[src/rtl/ahb_resp_mux.sv]
// AHB data-phase response multiplexer.
// Captures the region select at each accepted address phase and steers
// HRDATA/HREADY/HRESP back from the selected region. Region 0 (unmapped)
// is answered by a built-in default slave that produces the two-cycle
// AHB ERROR response.
module ahb_resp_mux #(
   parameter int unsigned XLEN = 64,
   parameter int unsigned NR   = 14
) (
   input  logic               clk,
   input  logic               reset,
   input  logic [NR-1:0]      HSELRegions,
   input  logic [1:0]         HTRANS,
   input  logic [NR*XLEN-1:0] HRDATAIn,
   input  logic [NR-1:0]      HREADYOUTIn,
   input  logic [NR-1:0]      HRESPIn,
   output logic [XLEN-1:0]    HRDATA,
   output logic               HREADY,
   output logic               HRESP,
   output logic [NR-1:0]      HSELDataPhase,
   output logic               MultiSelErr
);

   // Default-slave error sequencer states.
   typedef enum logic [1:0] {
      StIdle,
      StErr1,
      StErr2
   } err_state_e;

   localparam logic [NR-1:0] OneSel = NR'(1);

   err_state_e state_q, state_d;

   logic [NR-1:0]   sel_dp_q;
   logic            multi_q;

   logic            accept;
   logic            active_xfer;
   logic            sel_region0;
   logic            sel_multi;

   logic            err_ready;
   logic            err_resp;

   logic            act_found;
   logic            act_zero;
   logic [XLEN-1:0] mux_rdata;
   logic            mux_ready;
   logic            mux_resp;

   // Slice 0 of the per-region buses and HTRANS[0] carry no information here.
   logic            unused_inputs;
   assign unused_inputs = ^{HTRANS[0], HRDATAIn[XLEN-1:0], HREADYOUTIn[0], HRESPIn[0]};

   // HREADY doubles as the address-phase accept strobe.
   assign accept      = HREADY;
   assign active_xfer = HTRANS[1];
   // Bit 0 is the lowest bit, so it wins whenever it is set.
   assign sel_region0 = active_xfer & HSELRegions[0];
   // More than one bit set: clearing the lowest set bit leaves something.
   assign sel_multi   = active_xfer & ((HSELRegions & (HSELRegions - OneSel)) != '0);

   // Data-phase select register: loads on accept, holds through wait states.
   always_ff @(posedge clk) begin
      if (reset) begin
         sel_dp_q <= '0;
      end else if (accept) begin
         sel_dp_q <= active_xfer ? HSELRegions : '0;
      end
   end

   // One-cycle pulse flagging an accepted multi-hot select.
   always_ff @(posedge clk) begin
      if (reset) begin
         multi_q <= 1'b0;
      end else begin
         multi_q <= accept & sel_multi;
      end
   end

   // Default-slave state register.
   always_ff @(posedge clk) begin
      if (reset) begin
         state_q <= StIdle;
      end else begin
         state_q <= state_d;
      end
   end

   // Default-slave next state: ERR1 always advances, ERR2 may chain into a new error.
   always_comb begin
      state_d = state_q;
      case (state_q)
         StIdle: begin
            if (accept && sel_region0) begin
               state_d = StErr1;
            end
         end
         StErr1: begin
            state_d = StErr2;
         end
         StErr2: begin
            state_d = (accept && sel_region0) ? StErr1 : StIdle;
         end
         default: begin
            state_d = StIdle;
         end
      endcase
   end

   // Default-slave outputs: ERR1 stalls with ERROR, ERR2 completes it.
   always_comb begin
      err_ready = 1'b1;
      err_resp  = 1'b0;
      case (state_q)
         StIdle: begin
            err_ready = 1'b1;
            err_resp  = 1'b0;
         end
         StErr1: begin
            err_ready = 1'b0;
            err_resp  = 1'b1;
         end
         StErr2: begin
            err_ready = 1'b1;
            err_resp  = 1'b1;
         end
         default: begin
            err_ready = 1'b1;
            err_resp  = 1'b0;
         end
      endcase
   end

   // Priority pick of the lowest set data-phase select bit and its response slice.
   always_comb begin
      act_found = 1'b0;
      act_zero  = 1'b0;
      mux_rdata = '0;
      mux_ready = 1'b1;
      mux_resp  = 1'b0;
      for (int unsigned i = 0; i < NR; i++) begin
         if (!act_found && sel_dp_q[i]) begin
            act_found = 1'b1;
            if (i == 0) begin
               act_zero = 1'b1;
            end else begin
               mux_rdata = HRDATAIn[i*XLEN +: XLEN];
               mux_ready = HREADYOUTIn[i];
               mux_resp  = HRESPIn[i];
            end
         end
      end
   end

   // Final response: default slave for region 0, region mux otherwise
   // (the mux already reads as an idle data phase when nothing is selected).
   always_comb begin
      if (act_zero) begin
         HRDATA = '0;
         HREADY = err_ready;
         HRESP  = err_resp;
      end else begin
         HRDATA = mux_rdata;
         HREADY = mux_ready;
         HRESP  = mux_resp;
      end
   end

   assign HSELDataPhase = sel_dp_q;
   assign MultiSelErr   = multi_q;

endmodule

[config.mk]
export PLATFORM = sky130hd
export DESIGN_NAME = ahb_resp_mux
export DESIGN_NICKNAME = d
export VERILOG_FILES = /design/src/rtl/ahb_resp_mux.sv
export SDC_FILE = /design/constraint.sdc
export NUM_CORES = 1
export LEC_CHECK = 0
export CELL_PAD_IN_SITES_DETAIL_PLACEMENT = 0
export CELL_PAD_IN_SITES_GLOBAL_PLACEMENT = 1
export CORE_AREA = 2 2 402 404
export DETAILED_ROUTE_END_ITERATION = 8
export DIE_AREA = 0 0 404 406
export GPL_TIMING_DRIVEN = 0
export PLACE_DENSITY = 0.45
export RECOVER_POWER = 100
export SETUP_SLACK_MARGIN = 0.2
export SLEW_MARGIN = 20
export SYNTH_ARGS = -nofsm -noshare
export SYNTH_HDL_FRONTEND = slang
export SYNTH_SLANG_ARGS = --single-unit
[constraint.sdc]
create_clock -name clk -period 4.78 [get_ports clk]
set_clock_uncertainty 0.15 [all_clocks]
set_input_delay 0.717 -clock clk [delete_from_list [all_inputs] [get_ports clk]]
set_output_delay 0.717 -clock clk [all_outputs]
set_load 0.005 [all_outputs]
==> results.md <==
- Power density cells: 606.9 nW/µm²
- Startpoint types: register
- Leak: 7.354 nW
- Worst r2r path cells: 7
- Clock buffer depth: 2
- Die Y: 406 µm
- Top_reg_cell synth: dfxtp_1
- VDD IR max: about 0.26 mV
- Synth area leader: a21oi_1
- Post-synthesis simple-gate area fraction: 0.2115
- Min Clock Period, post-route: 4.742 ns
- EDFF count, synth: 0
- Die Area: 164000 µm²
- Power share of the combinational group: 0.969
- Setup CP Type: reg -> out
- Syn_nets: around 2500
- Status: finished clean
- Cell depth of the worst min-delay path: 2
- Global-route wire length before repair: 196300 µm
- Distinct cells, synth: 60
- Max Transition Viols Final: 0
- FF+latch count, synth: 17
- Largest family of logic cells by synthesized area: compound AO/OA/AOI/OAI gates
- Vias in the first global route: 18330
- Initial antenna violation count: 89
- Detailed-route vias per instance: 3.874
- Area delta synth->final: 143.2%
- Min-Delay Path Class: reg -> reg
- Adder-cell share of the synthesized area: 0.009970
- DP Worst Slack: -1.000 ns
- Fin Hold WS: 0.3902 ns
- I/O Buffers: 954
- Mapped cell area: 9286 µm²
- Worst-Margin Slew: 1.219 ns
- Hold Vio Cnt, Final: 0
- Routed WL per cell: 34.04 µm
- Post-Syn Instances: 1592
- Unrepaired setup endpoints after global routing: true
- Tcrit/Tclk final: 0.9920
- Post-Synth XOR/XNOR Area: 0
- CTS Hold Bufs: 0
- All-Layer GR Usage: 0.1834
- Post-synth top area share: 0.1617
- Die Wd: around 400 µm
- FFs w/ async S/R, synth: 0
- Rel. slew slack: 0.1772
- Global route total overflow: 0
- Complex-gate fraction of the synthesized area: 0.6498
- Setup TNS Final: 0 ns
- Post-route ant nets: 0
- Clock Latency Late Sink: 0.26 ns
- Filler Cell Count: approximately 19000
- Crit end category: output port
- YS warnings: 0
- Final HPWL from detailed placement: 140300 µm
- CTS tree: built
- Post-synthesis mux area share: 0.006602
- Pin count of the biggest net entering global routing: 11
- Drt pass-1 iters: 8
- Max-Cap Viols: 0
- Layout cells sized above 1: 0.07868
- Most frequent cells after synthesis: a21oi_1 (300), nand2_1 (236), clkbuf_1 (178)
- Sequential share of the synthesized area: 0.03665
- Clock Sinks: 17
- Clk network pwr share: 0.014
- IO Pins: 1023
- Final Setup Violations: 0
- Clk slew on worst S/H paths: 0.07 ns
- Final core utilization: 0.1415
- Vias post-DR: 18180
- Top cells by area, synth: a21oi_1 (16%), nand2_1 (9.5%), o211ai_1 (8.4%)
- Gpl congestion: around 0.88
- Internal: 5.106 mW
- Core area: 159600 µm²
- Starting Density: 0.05817
- First-iteration detailed-routing DRC count: about 1400
- Final worst slack: 0.03833 ns
- Clk root buf: clkbuf_16
- Switch share: 0.6274
- Layout Nets: 3528
- Final wirelength: 159800 µm
- Req. time, crit path: between 3 and 4 ns
- Worst path arrival time: approximately 3.9 ns
- TritonCTS Buffers: 3
- Most common cell in the netlist: a21oi_1
- Reg power frac: 0.018
- Net Switching: roughly 8.6 mW
- Critical Path Fanout Max: 10
- Avg Cell Area, Syn: 5.833 µm²
- # rows: 147
- DRC viols: 0
- Max Clock Freq: 210.9 MHz
- H-tree depth: 1
==> layout by cell type, fill, tap and decap left out, types with 44 or more instances in the layout <==
master	netlist	final
clkbuf_1	178	73
nand2_1	236	235
o31ai_1	53	51
dlygate4sd3_1	0	44
a21oi_1	300	293
clkbuf_2	1	74
clkdlybuf4s50_1	0	897
o21ai_0	91	89
a211oi_1	55	55
a21o_1	99	99
o221ai_1	53	52
nor2b_1	65	64
nor2_1	77	71
a22oi_1	93	93
o211ai_1	104	104
==> path summary, 6_finish.rpt <==
path	start	to	slack [ns]
worst max register to register	HSELDataPhase[3]	HSELDataPhase[12]	1.27
worst max-delay path	HSELDataPhase[0]	HRDATA[15]	0.04
worst min-delay path	state_q[1]	state_q[1]	0.39
worst min register to register	state_q[1]	state_q[1]	0.39
==> per-layer routing <==
metal  global-route usage  routed length, µm
met1               0.2353              67480
met4              0.02900               2504
met3              0.04134              12760
met5                    0                355
met2               0.3159              76670
==> what timing repair did <==
item | CTS | global route
hold endpoints to repair | 0 | 0
gates resized for setup | 156 | 56
setup buffers | 12 | 0
setup endpoints to repair | 65 | 44
pin swaps | 13 | 6
==> sequential cells by signal, summed over array words and instances (netlist names) <==
register and flops:
HSELDataPhase 14, state_q 2, MultiSelErr 1
==> power by group through the flow <==
stage | clock network, mW | registers, mW | logic, mW
floorplan | 0 | 0.223 | 5.01
global placement | 0 | 0.240 | 13.0
detailed placement | 0 | 0.242 | 13.3
CTS | 0.186 | 0.242 | 13.7
global route | 0.192 | 0.249 | 14.0
finish | 0.186 | 0.245 | 13.3
==> critical path: stages, from the launching register on <==
cell and delay, ns:
dfxtp_1 0.33, clkbuf_1 0.45, clkbuf_2 0.54, clkbuf_2 0.59
o22ai_1 0.42, a221o_1 0.37, a21oi_1 0.11, o21ai_0 0.13
dlygate4sd3_1 0.66
==> logic make-up (layout without fill, tap and decap cells) <==
family,count (synthesis),count (layout)
muxes,6,6
and+or+nand+nor,436,436
DFF,17,17
adders and majority gates,8,8
AOI/OAI and AO/OA,918,918
other,0,27
buffers and inverters,207,1195
==> stage by stage <==
step	total power, mW	cell area (µm²)	instances
after floorplan	5.232	9286	1592
after global placement	13.23	21450	4632
after detailed placement	13.54	21970	4651
after CTS	14.12	22490	4666
after global routing	14.43	22540	4676
final	13.70	22580	4693
==> area by class of cell <==
cell class | instances | area [µm²] | area share
Clock inverter | 1 | 5.005 | 0.0002216
Timing Repair Buffer | 985 | 10060 | 0.4453
Antenna cell | 27 | 67.56 | 0.002992
Tap cell | 2086 | 2610 | 0.1156
Sequential cell | 17 | 340.3 | 0.01507
Multi-Input combinational cell | 1368 | 8352 | 0.3698
Clock buffer | 3 | 75.07 | 0.003324
Buffer | 196 | 1037 | 0.04593
Inverter | 10 | 38.79 | 0.001718
(Power assumes the default switching activity.)
